[config.mk]
export PLATFORM = sky130hd
export DESIGN_NAME = dsp_issue_ctrl_flat
export DESIGN_NICKNAME = d
export VERILOG_FILES = /design/src/rtl/dsp_issue_ctrl_if.sv /design/src/rtl/dsp_issue_ctrl.sv /design/src/flat_wrapper.sv
export SDC_FILE = /design/constraint.sdc
export NUM_CORES = 1
export LEC_CHECK = 0
export ABC_AREA = 1
export BUFFER_PORTS_ARGS = -buffer_cell sky130_fd_sc_hd__buf_2
export CAP_MARGIN = 0
export CORE_MARGIN = 1
export CORE_UTILIZATION = 60
export CTS_BUF_LIST = sky130_fd_sc_hd__clkbuf_8
export CTS_CLUSTER_DIAMETER = 40
export DETAILED_ROUTE_END_ITERATION = 12
export HOLD_SLACK_MARGIN = 0.12
export PLACE_DENSITY = 0.86
export SLEW_MARGIN = 20
export SYNTH_ARGS = -nofsm -noshare
export SYNTH_HDL_FRONTEND = slang
export SYNTH_SLANG_ARGS = --single-unit
[constraint.sdc]
create_clock -name clk -period 9.17 [get_ports clk]
set_input_delay 0 -clock clk [delete_from_list [all_inputs] [get_ports clk]]
set_output_delay 0 -clock clk [all_outputs]
set_load 0.005 [all_outputs]
[src/rtl/dsp_issue_ctrl_if.sv]
// Operand stream and DSP issue bus for dsp_issue_ctrl.
// The master side is the producer of operand words and the consumer of the DSP-side outputs.
interface dsp_issue_ctrl_if #(
    parameter int unsigned N = 32,
    parameter int unsigned M = 32
) ();
    logic             in_valid;
    logic             in_ready;
    logic [1:0]       in_mode;
    logic             in_mac;
    logic [N-1:0]     in_aa;
    logic [M-1:0]     in_bb;
    logic [N+M-1:0]   in_cc;
    logic             start;
    logic [1:0]       mode;
    logic             mac;
    logic [N-1:0]     aa;
    logic [M-1:0]     bb;
    logic [N+M-1:0]   cc;
    logic             busy;
    logic             err_mode;

    modport master (
        output in_valid, in_mode, in_mac, in_aa, in_bb, in_cc,
        input  in_ready, start, mode, mac, aa, bb, cc, busy, err_mode
    );

    modport slave (
        input  in_valid, in_mode, in_mac, in_aa, in_bb, in_cc,
        output in_ready, start, mode, mac, aa, bb, cc, busy, err_mode
    );
endinterface

[src/rtl/dsp_issue_ctrl.sv]
// Operand issue controller in front of DSP_top.
// Buffers operand words in a FIFO and issues them with the per-mode minimum
// interval, draining the DSP pipeline before any mode/mac change.
// Optional: define DSP_ISSUE_SIGNEXT_EN to sign-extend the upper halves of
// aa (modes 0/1) and bb (mode 0) from their midpoint bit at issue.
module dsp_issue_ctrl #(
    parameter int unsigned N     = 32,
    parameter int unsigned M     = 32,
    parameter int unsigned PIPES = 2,
    parameter int unsigned DEPTH = 4
) (
    input  logic           clk,
    input  logic           rst,
    dsp_issue_ctrl_if.slave bus
);
    localparam int unsigned AW        = (DEPTH > 1) ? $clog2(DEPTH) : 1;
    localparam int unsigned CW        = $clog2(DEPTH) + 1;
    localparam int unsigned W         = 2 * (N + M) + 3;
    localparam int unsigned DRAIN_MAX = 4 + PIPES + 2;
    localparam int unsigned GW        = $clog2(DRAIN_MAX + 1);

    typedef enum logic [1:0] {IDLE, ISSUE, GAP, DRAIN} state_t;

    logic [W-1:0]   mem [DEPTH];
    logic [AW-1:0]  wr_ptr;
    logic [AW-1:0]  rd_ptr;
    logic [CW-1:0]  cnt;
    logic [CW-1:0]  cnt_nxt;
    state_t         state;
    logic [1:0]     gap_cnt;
    logic [GW-1:0]  age;
    logic [GW-1:0]  drain_lim;
    logic           have_cfg;

    logic [W-1:0]   head;
    logic [1:0]     head_mode;
    logic           head_mac;
    logic [N-1:0]   head_aa;
    logic [M-1:0]   head_bb;
    logic [N+M-1:0] head_cc;
    logic [N-1:0]   issue_aa;
    logic [M-1:0]   issue_bb;
    logic [2:0]     new_int;

    logic wr_en;
    logic bad_word;
    logic cfg_match;
    logic issue;
    logic gap_nxt;

    // Minimum start-to-start interval for a given DSP mode.
    function automatic logic [2:0] int_of(input logic [1:0] md);
        case (md)
            2'd0:    int_of = 3'd1;
            2'd1:    int_of = 3'd2;
            default: int_of = 3'd4;
        endcase
    endfunction

    // Head-of-queue field split.
    always_comb begin
        head      = mem[rd_ptr];
        head_cc   = head[N+M-1:0];
        head_bb   = head[N+2*M-1:N+M];
        head_aa   = head[2*N+2*M-1:N+2*M];
        head_mac  = head[2*N+2*M];
        head_mode = head[2*N+2*M+2:2*N+2*M+1];
    end

    // Issue decision: same config issues freely, a new config waits out the drain window.
    always_comb begin
        wr_en     = bus.in_valid && bus.in_ready && (bus.in_mode != 2'd3);
        bad_word  = bus.in_valid && bus.in_ready && (bus.in_mode == 2'd3);
        cfg_match = !have_cfg || ((head_mode == bus.mode) && (head_mac == bus.mac));
        drain_lim = GW'(int_of(bus.mode)) + GW'(PIPES + 2);
        issue     = (cnt != '0) && (state != GAP) && (cfg_match || (age >= drain_lim));
        cnt_nxt   = cnt + CW'(wr_en) - CW'(issue);
        new_int   = int_of(head_mode);
        gap_nxt   = (issue && (new_int != 3'd1)) || ((state == GAP) && (gap_cnt != 2'd0));
    end

    // Operand shaping applied at issue time.
    always_comb begin
        issue_aa = head_aa;
        issue_bb = head_bb;
`ifdef DSP_ISSUE_SIGNEXT_EN
        if ((head_mode == 2'd0) || (head_mode == 2'd1)) begin
            for (int i = int'(N / 2) + 1; i < int'(N); i++) begin
                issue_aa[i] = head_aa[N/2];
            end
        end
        if (head_mode == 2'd0) begin
            for (int i = int'(M / 2) + 1; i < int'(M); i++) begin
                issue_bb[i] = head_bb[M/2];
            end
        end
`endif
    end

    // FIFO storage; mode-3 words never get written.
    always_ff @(posedge clk) begin
        if (wr_en) begin
            mem[wr_ptr] <= {bus.in_mode, bus.in_mac, bus.in_aa, bus.in_bb, bus.in_cc};
        end
    end

    // FIFO pointers and occupancy.
    always_ff @(posedge clk) begin
        if (rst) begin
            wr_ptr <= '0;
            rd_ptr <= '0;
            cnt    <= '0;
        end else begin
            if (wr_en) wr_ptr <= wr_ptr + AW'(1);
            if (issue) rd_ptr <= rd_ptr + AW'(1);
            cnt <= cnt_nxt;
        end
    end

    // Issue FSM with registered DSP-side outputs and status.
    always_ff @(posedge clk) begin
        if (rst) begin
            state        <= IDLE;
            gap_cnt      <= 2'd0;
            age          <= GW'(DRAIN_MAX);
            have_cfg     <= 1'b0;
            bus.start    <= 1'b0;
            bus.mode     <= 2'd0;
            bus.mac      <= 1'b0;
            bus.aa       <= '0;
            bus.bb       <= '0;
            bus.cc       <= '0;
            bus.in_ready <= 1'b0;
            bus.busy     <= 1'b0;
            bus.err_mode <= 1'b0;
        end else begin
            bus.start    <= issue;
            bus.in_ready <= (cnt_nxt != CW'(DEPTH));
            bus.busy     <= (cnt_nxt != '0) || gap_nxt;
            if (bad_word) bus.err_mode <= 1'b1;

            if (issue) begin
                age <= GW'(1);
            end else if (age < GW'(DRAIN_MAX)) begin
                age <= age + GW'(1);
            end

            if (issue) begin
                have_cfg <= 1'b1;
                bus.mode <= head_mode;
                bus.mac  <= head_mac;
                bus.aa   <= issue_aa;
                bus.bb   <= issue_bb;
                bus.cc   <= head_cc;
            end

            case (state)
                IDLE, ISSUE, DRAIN: begin
                    if (issue) begin
                        if (new_int == 3'd1) begin
                            state <= (cnt_nxt != '0) ? ISSUE : IDLE;
                        end else begin
                            state   <= GAP;
                            gap_cnt <= 2'(new_int - 3'd2);
                        end
                    end else if (cnt != '0) begin
                        state <= DRAIN;
                    end else begin
                        state <= IDLE;
                    end
                end
                GAP: begin
                    if (gap_cnt != 2'd0) begin
                        gap_cnt <= gap_cnt - 2'd1;
                    end else begin
                        state <= (cnt_nxt != '0) ? ISSUE : IDLE;
                    end
                end
                default: state <= IDLE;
            endcase
        end
    end
endmodule

[src/flat_wrapper.sv]
// flat-port wrapper written by rule: the top's interface ports become plain ports
module dsp_issue_ctrl_flat 
#(
    parameter int unsigned N     = 32,
    parameter int unsigned M     = 32,
    parameter int unsigned PIPES = 2,
    parameter int unsigned DEPTH = 4
)
  (clk, rst, bus_in_valid, bus_in_mode, bus_in_mac, bus_in_aa, bus_in_bb, bus_in_cc, bus_in_ready, bus_start, bus_mode, bus_mac, bus_aa, bus_bb, bus_cc, bus_busy, bus_err_mode);
  dsp_issue_ctrl_if #(.N(N), .M(M)) bus_i ();
  input  logic clk;
  input  logic rst;
  input wire logic [$bits(bus_i.in_valid)-1:0] bus_in_valid;
  input wire logic [$bits(bus_i.in_mode)-1:0] bus_in_mode;
  input wire logic [$bits(bus_i.in_mac)-1:0] bus_in_mac;
  input wire logic [$bits(bus_i.in_aa)-1:0] bus_in_aa;
  input wire logic [$bits(bus_i.in_bb)-1:0] bus_in_bb;
  input wire logic [$bits(bus_i.in_cc)-1:0] bus_in_cc;
  output wire logic [$bits(bus_i.in_ready)-1:0] bus_in_ready;
  output wire logic [$bits(bus_i.start)-1:0] bus_start;
  output wire logic [$bits(bus_i.mode)-1:0] bus_mode;
  output wire logic [$bits(bus_i.mac)-1:0] bus_mac;
  output wire logic [$bits(bus_i.aa)-1:0] bus_aa;
  output wire logic [$bits(bus_i.bb)-1:0] bus_bb;
  output wire logic [$bits(bus_i.cc)-1:0] bus_cc;
  output wire logic [$bits(bus_i.busy)-1:0] bus_busy;
  output wire logic [$bits(bus_i.err_mode)-1:0] bus_err_mode;
  assign bus_i.in_valid = bus_in_valid;
  assign bus_i.in_mode = bus_in_mode;
  assign bus_i.in_mac = bus_in_mac;
  assign bus_i.in_aa = bus_in_aa;
  assign bus_i.in_bb = bus_in_bb;
  assign bus_i.in_cc = bus_in_cc;
  assign bus_in_ready = bus_i.in_ready;
  assign bus_start = bus_i.start;
  assign bus_mode = bus_i.mode;
  assign bus_mac = bus_i.mac;
  assign bus_aa = bus_i.aa;
  assign bus_bb = bus_i.bb;
  assign bus_cc = bus_i.cc;
  assign bus_busy = bus_i.busy;
  assign bus_err_mode = bus_i.err_mode;
  dsp_issue_ctrl #(.N(N), .M(M), .PIPES(PIPES), .DEPTH(DEPTH)) u_core (.clk(clk), .rst(rst), .bus(bus_i));
endmodule
==> results of run 1 <==
[flip-flops by register name (all words and copies together) (netlist names), named ones only]
register and cells:
u_core.bus.start 1, u_core.gap_cnt 2, u_core.age 4, u_core.bus.in_ready 1, u_core.bus.mode 2, u_core.bus.busy 1, u_core.bus.err_mode 1, u_core.cnt 3
u_core.state 2, u_core.rd_ptr 2, u_core.bus.bb 32, u_core.wr_ptr 2, u_core.have_cfg 1, u_core.bus.cc 64, u_core.mem 524, u_core.bus.mac 1
u_core.bus.aa 32
[logic make-up (layout without fill, tap and decap cells)]
group                      Yosys count  count (layout)  share of synthesized area, %
and+or+nand+nor                    725             725                          11.8
xor gates and xnor gates             5               5                         0.176
AOI/OAI and AO/OA                  409             409                          8.90
DFF                                677             677                          75.6
adders and majority gates           13              13                         0.684
buffers and inverters              166             772                          2.86
other                                0               6                             0
[through the flow]
stage | util [%] | hold WS (ns) | instance area (µm²) | cells | setup slack (ns)
after floorplan | - | 0.0989 | 24900 | 1995 | 2.39
after global placement | 64.8 | 0.209 | 26500 | 2681 | 3.75
after detailed placement | 64.8 | 0.215 | 26500 | 2681 | 3.55
after CTS | 76.1 | 0.121 | 31100 | 3132 | 3.55
after global routing | 76.2 | 0.132 | 31100 | 3137 | 3.29
final | 76.3 | 0.154 | 31100 | 3139 | 3.74
[Yosys cell counts]
cell                       instances
sky130_fd_sc_hd__edfxtp_1        524
sky130_fd_sc_hd__o21ai_0         266
sky130_fd_sc_hd__nand2_2           1
sky130_fd_sc_hd__nand2_1         301
sky130_fd_sc_hd__clkbuf_1         88
sky130_fd_sc_hd__inv_1            33
sky130_fd_sc_hd__o22ai_1         128
sky130_fd_sc_hd__ha_1             12
sky130_fd_sc_hd__xor2_1            4
sky130_fd_sc_hd__a31oi_1           4
sky130_fd_sc_hd__nand3_1         144
sky130_fd_sc_hd__or2_2             2
sky130_fd_sc_hd__dfxtp_1         153
sky130_fd_sc_hd__inv_2             3
sky130_fd_sc_hd__nor2_4            1
sky130_fd_sc_hd__buf_1            13
sky130_fd_sc_hd__buf_2            20
sky130_fd_sc_hd__nor2_1          273
sky130_fd_sc_hd__fa_1              1
sky130_fd_sc_hd__a21oi_1          11
sky130_fd_sc_hd__nor3_1            2
sky130_fd_sc_hd__buf_6             8
sky130_fd_sc_hd__xnor2_1           1
sky130_fd_sc_hd__buf_4             1
sky130_fd_sc_hd__nand2_4           1
[power groups by stage]
stage	sequential (mW)	clock, mW	combinational [mW]
2_1_floorplan	4.08	0	1.47
5_1_grt	4.10	2.59	2.71
3_5_place_dp	4.10	0	2.29
4_1_cts	4.05	2.43	2.39
3_3_place_gp	4.08	0	2.19
6_report	4.07	2.43	2.46
[area by class of cell]
type	instances	area share, %
tap	532	2.14
clock inverter	80	1.52
sequential	677	60.4
inverter	36	0.466
clock buffer	114	5.04
antenna	6	0.0482
multi-input combinational	1152	17.3
timing repair buffer	542	13.1
[worst paths after layout]
path | startpoint | to | depth (start not counted)
worst max register to register | register | u_core.bus.cc[42]$_SDFFE_PP0P_ | 15
worst max-delay path | register | u_core.bus.cc[42]$_SDFFE_PP0P_ | 15
worst min register to register | u_core.have_cfg$_SDFFE_PP0P_ | u_core.have_cfg$_SDFFE_PP0P_ | 2
worst min-delay path | bus_in_cc[3] | u_core.mem[0][3]$_DFFE_PP_ | 2
[metal layers]
layer  up-vias  track usage, %
met1      8885            36.5
met2      1024            50.1
met3       170            6.22
met5         -               0
li1       8211               -
met4         2            14.8
[timing repair]
| item | in CTS | in global routing |
|---|---|---|
| setup buffers | 0 | 0 |
| hold endpoints to repair | 540 | 0 |
| hold buffers | 257 | 0 |
[worst max-delay path, stage by stage (launching register included)]
cell,delay [ns]
sky130_fd_sc_hd__dfxtp_4,0.35
sky130_fd_sc_hd__buf_12,0.36
sky130_fd_sc_hd__buf_16,0.46
sky130_fd_sc_hd__inv_6,0.43
sky130_fd_sc_hd__nand2_1,0.16
sky130_fd_sc_hd__nand3_1,0.11
sky130_fd_sc_hd__nand2_1,0.18
sky130_fd_sc_hd__nand2_1,0.07
sky130_fd_sc_hd__nand2_1,0.06
sky130_fd_sc_hd__nand3_1,0.08
sky130_fd_sc_hd__nand2_2,0.10
sky130_fd_sc_hd__nand2_4,0.52
sky130_fd_sc_hd__nor2_4,1.09
sky130_fd_sc_hd__buf_6,0.69
sky130_fd_sc_hd__nand2_1,0.22
sky130_fd_sc_hd__nand2_1,0.10
==> impl_metrics.csv, run 1 <==
group,metric,value,unit
route,vias_per_cell,5.83,
power,power_frac_clock,27.1,%
route,initialDrtViolationCount,1806,
floorplanning,chipWidth,206,µm
yosys,synth_area_leaders,"sky130_fd_sc_hd__edfxtp_1 63%, sky130_fd_sc_hd__dfxtp_1 12%, sky130_fd_sc_hd__o21ai_0 5.4%",
power,switching_share,34.5,%
clock_tree,cts-root-to-sink-buffers,3,
clock_tree,post_cts_resized,0,
power,p_comb_share,27.5,%
clock_tree,clock_insertion_delay_worst_skew,0.67,ns
global_route,grt_overflow,0,
worst_setup_path,worst-r2r-setup-slack,3.74,ns
floorplanning,fp.dieArea,42300,µm²
worst_setup_path,data_arrival_at_the_endpoint_of_the_critical_path,6.04,ns
route,routed_wl,63800,µm
final_layout,layout.cells.most_common,"sky130_fd_sc_hd__edfxtp_1",
placement,numPortBuffers,268,
clock_tree,number_of_sinks_driven_by_the_clock_tree,677,
outcome,outcome,"finished, final reports clean",
route,ant_nets,0,
yosys,yosys_warnings,0,
timing,setup_repair_after_global_routing_missed_its_margin,"no",
floorplanning,num_rows,74,
flow_run,drv_cap,0,
floorplanning,core_area,40800,µm²
power,power.internal,5.86,mW
route,detailroute.via_count,18300,
worst_setup_path,worstPathMaxFanout,155,
placement,finalWeightedCongestion,0.783,
route,dr_wl_met3,5670,µm
power,seq_power_share,45.4,%
timing,tns,0,ns
clock_tree,tritoncts,"done",
power,totalPowerFinal,8.96,mW
global_route,grt_pass1_wl,95400,µm
timing,finalCriticalPeriod,5.43,ns
global_route,initial_antenna_violation_count,5,
final_layout,most-common-layout-cells,"524 x sky130_fd_sc_hd__edfxtp_1, 301 x sky130_fd_sc_hd__nand2_1, 269 x sky130_fd_sc_hd__nor2_1, 268 x sky130_fd_sc_hd__buf_2, 266 x sky130_fd_sc_hd__o21ai_0",
worst_setup_path,cp-start-kind,"register",
yosys,synth.ff_latch_count,677,
timing,setup_viol,0,
worst_setup_path,cp.required,9.78,ns
timing,maxSlewHeadroom,27.3,%
clock_tree,cts_root_buf,"sky130_fd_sc_hd__clkbuf_8",
yosys,yosys.area.top_type_share,63.3,%
final_layout,post_route_cells_drive_above_1_share,17.2,%
yosys,synth_largest_area_cell,"sky130_fd_sc_hd__edfxtp_1",
route,detailroute.wirelength.met2,32100,µm
worst_setup_path,end_kind,"register",
yosys,synthCells,1995,
final_layout,multiInputGateArea,5380,µm²
power,power_switching,3.09,mW
hold_path,hold_path.class,"input port to register",
yosys,postSynthAreaPerCell,12.5,µm²
final_layout,area_delta_synth_final,25.2,%
route,post-route-drc-count,0,
timing,worst_slew_pin_slew,1.09,ns
yosys,syn-cell-area,24900,µm²
timing,clock_skew,0.0307,ns
clock_tree,clk_pin_slew,0.06,ns
clock_tree,number_of_h_tree_branching_levels,3,
route,drt_pass1_iterations,6,
placement,dpl.hpwl,31400,µm
power,max-vdd-ir-drop,271,µV
yosys,synth_cell_type_count,25,
final_layout,final_net_count,2658,
power,p_leak,12.1,nW
route,dr.max_layer_used,"met5",
clock_tree,cts_made_buffers,102,
global_route,grt_pass1_vias,18000,
timing,achievable-frequency,0.184,GHz
timing,final_hold_viol_count,0,
yosys,synth_seq_area_share,75.6,%
floorplanning,fp.dieH,206,µm
timing,finalCritPeriodShare,59.2,%
global_route,maximum_number_of_pins_on_one_net_before_global_route_repair,264,
floorplanning,start_util,60.9,%
global_route,global_route.usage.total,29.8,%
yosys,synth_nets,2142,
worst_setup_path,critPathKind,"register to register",
floorplanning,ios,269,
route,drt-wirelength-per-cell,20.3,µm
route,m1WireLength,23700,µm
final_layout,layout.filler_cells,2385,
final_layout,layout.area.seq,18800,µm²
timing,final-max-slew-violation-count,0,
power,power_per_cell_area,288,nW/µm²
(Power assumes the default switching activity.)
==> run 2: changes to the inputs <==
- ABC_AREA: 1 -> 0
- clock period: 9.17 -> 5.1 ns (I/O delays scaled with it)
==> impl_metrics.csv, run 2 <==
group,metric,value,unit
final_layout,largest_register_ffs,524,
yosys,yosys_warnings,0,
worst_setup_path,critPathKind,"register to register",
worst_setup_path,crit_family,"buffers and inverters",
timing,final-max-slew-violation-count,0,
yosys,synth.cells.most_frequent,"524 x sky130_fd_sc_hd__edfxtp_1, 266 x sky130_fd_sc_hd__nand2_1, 153 x sky130_fd_sc_hd__dfxtp_1",
final_layout,layout.cells.most_common,"sky130_fd_sc_hd__edfxtp_1",
final_layout,largest-register,"u_core.mem",
timing,setup_viol,0,
timing,clock_skew,0.0290,ns
yosys,async_flop_share,0,%
worst_setup_path,crit_path_cell_trace,"mux4_2 -> xnor2_1 -> nor3_2 -> o21ai_4 -> inv_4 -> buf_4 -> buf_4 -> nand2_1 -> a21oi_1",
worst_setup_path,cp-start-kind,"register",
yosys,postSynth.topFlopCell,"sky130_fd_sc_hd__edfxtp_1",
timing,achievable-frequency,0.270,GHz
clock_tree,tritoncts,"done",
worst_setup_path,cp.required,5.64,ns
final_layout,finalInstanceArea,31100,µm²
hold_path,min_from,"bus_in_cc[62]",
final_layout,post_route_cells_drive_above_1_share,28.5,%
timing,final_hold_viol_count,0,
power,max-vdd-ir-drop,372,µV
floorplanning,core_area,39900,µm²
floorplanning,chipWidth,204,µm
floorplanning,fp.dieArea,41500,µm²
yosys,post-synth-top-count-cell,"sky130_fd_sc_hd__edfxtp_1",
timing,worst_slew_pin_slew,1.10,ns
worst_setup_path,timing.critical_path.buf_inv,3,
power,p_comb_share,26.0,%
global_route,grt_pass1_vias,15800,
route,drt-wirelength-per-cell,21.9,µm
timing,tns,0,ns
clock_tree,number_of_h_tree_branching_levels,3,
timing,maxSlewHeadroom,26.4,%
global_route,grt_overflow,0,
placement,finalWeightedCongestion,0.771,
timing,setup_repair_after_global_routing_missed_its_margin,"no",
route,detailroute.via_count,14600,
worst_setup_path,critical_path.max_stage_delay,0.88,ns
power,switching_share,31.0,%
yosys,synth_largest_area_cell,"sky130_fd_sc_hd__edfxtp_1",
power,p_leak,11.2,nW
global_route,initial_antenna_violation_count,1,
worst_setup_path,crit_path_top_delay_cell,"sky130_fd_sc_hd__buf_4",
floorplanning,num_rows,73,
worst_setup_path,data_arrival_at_the_endpoint_of_the_critical_path,4.24,ns
yosys,synthCells,1377,
global_route,grt_pass1_wl,86300,µm
placement,placed_area,26200,µm²
final_layout,final_net_count,2101,
power,power_per_cell_area,515,nW/µm²
floorplanning,ios,269,
yosys,postSynthAreaPerCell,17.7,µm²
worst_setup_path,end_kind,"register",
hold_path,hold_path.class,"input port to register",
worst_setup_path,worst_path_most_repeated_cell,"sky130_fd_sc_hd__buf_4",
yosys,synth.ff_latch_count,677,
outcome,outcome,"finished, final reports clean",
clock_tree,clock_insertion_delay_worst_skew,0.68,ns
timing,finalCritPeriodShare,72.5,%
clock_tree,clk_pin_slew,0.07,ns
clock_tree,cts-root-to-sink-buffers,3,
route,drt_pass1_iterations,7,
global_route,global_route.usage.total,27.8,%
timing,finalCriticalPeriod,3.70,ns
clock_tree,cts_setup_buffers,0,
final_layout,most-common-layout-cells,"524 x sky130_fd_sc_hd__edfxtp_1, 267 x sky130_fd_sc_hd__buf_2, 266 x sky130_fd_sc_hd__nand2_1, 263 x sky130_fd_sc_hd__dlygate4sd3_1, 151 x sky130_fd_sc_hd__dfxtp_1",
yosys,synth_seq_area_share,77.1,%
final_layout,layout_top_registers,"u_core.mem (524), u_core.bus.cc (64)",
route,routed_wl,56500,µm
yosys,synth_area_leaders,"sky130_fd_sc_hd__edfxtp_1 64%, sky130_fd_sc_hd__dfxtp_1 13%, sky130_fd_sc_hd__mux4_2 12%",
yosys,syn-cell-area,24400,µm²
clock_tree,cts_root_buf,"sky130_fd_sc_hd__clkbuf_8",
placement,dpl.hpwl,27600,µm
clock_tree,cts_made_buffers,105,
floorplanning,fp.dieH,204,µm
floorplanning,start_util,61.1,%
yosys,synth_nets,1524,
power,power.internal,11.1,mW
power,power_switching,4.96,mW
yosys,synth-edff-count,524,
route,initialDrtViolationCount,960,
final_layout,area_delta_synth_final,27.6,%
yosys,synth_cell_type_count,33,
route,post-route-drc-count,0,
route,vias_per_cell,5.69,
power,power_frac_clock,29.5,%
worst_setup_path,worstPathMaxFanout,74,
route,ant_nets,0,
flow_run,drv_cap,0,
yosys,yosys.area.top_type_share,64.5,%
power,seq_power_share,44.5,%
placement,numPortBuffers,268,
clock_tree,number_of_sinks_driven_by_the_clock_tree,677,
global_route,maximum_number_of_pins_on_one_net_before_global_route_repair,103,
[run 2: final cells by class]
type                            count  area, µm²
Timing Repair Buffer              547       4140
Inverter                           12       47.5
Antenna cell                        1       2.50
Clock inverter                     68        437
Clock buffer                      132       1820
Multi-Input combinational cell    611       5220
Tap cell                          525        657
Sequential cell                   677      18800
Fill cell                        2078       8790
[run 2: what timing repair did]
| item | 4_1_cts | 5_1_grt |
|---|---|---|
| endpoints found under the hold margin | 624 | 4 |
| resized for setup | 0 | 0 |
| hold buffers | 262 | 1 |
[run 2: final timing paths]
kind / end / slack [ns] / cells past startpoint
setup / recovery: u_core.bus.cc[29]$_SDFFE_PP0P_ / 1.40 / 9
setup reg to reg: u_core.bus.cc[29]$_SDFFE_PP0P_ / 1.40 / 9
hold / removal: u_core.mem[3][62]$_DFFE_PP_ / 0.19 / 2
hold reg to reg: u_core.bus.cc[51]$_SDFFE_PP0P_ / 0.45 / 2
[run 2: cells by family (layout without fill, tap and decap cells)]
| kind of cell | after synthesis | in the layout | synth area share (%) |
|---|---|---|---|
| AO/OA/AOI/OAI | 153 | 153 | 3.27 |
| XOR/XNOR | 9 | 9 | 0.323 |
| adder cells (fa/ha/maj) | 13 | 13 | 0.697 |
| buffers and inverters | 89 | 759 | 1.61 |
| flip-flops | 677 | 677 | 77.1 |
| multiplexers | 133 | 133 | 12.2 |
| other | 0 | 1 | 0 |
| AND/OR/NAND/NOR | 303 | 303 | 4.87 |
[run 2: power groups by stage]
stage	combinational (mW)	sequential, mW	clock (mW)
detailed placement	3.93	7.21	0
floorplan	2.57	7.21	0
global placement	3.83	7.17	0
global route	4.53	7.20	5.04
finish	4.16	7.14	4.74
CTS	4.12	7.10	4.74
[run 2: metal layers]
layer  vias to the layer above  track usage [%]  routed length (µm)  part of all wire, %
met2                       636             48.8               29800                   53
li1                       6432                -                   -                    -
met3                       152             6.30                3740                  6.6
met5                         -                0                   0                    0
met1                      7410             32.4               20800                   37
met4                         0             13.3                2150                  3.8
[run 2: per-stage QoR]
| stage | utilization [%] | setup slack [ns] | std cells | hold slack (ns) | total power [mW] |
|---|---|---|---|---|---|
| after detailed placement | 65.7 | 1.58 | 2109 | 0.216 | 11.1 |
| final | 78.0 | 1.40 | 2573 | 0.188 | 16.0 |
| after global routing | 78.0 | 1.21 | 2573 | 0.142 | 16.8 |
| after global placement | 65.7 | 1.62 | 2109 | 0.208 | 11.0 |
| after floorplan | - | 0.774 | 1377 | 0.0989 | 9.78 |
| after CTS | 78.0 | 1.53 | 2571 | 0.123 | 16.0 |
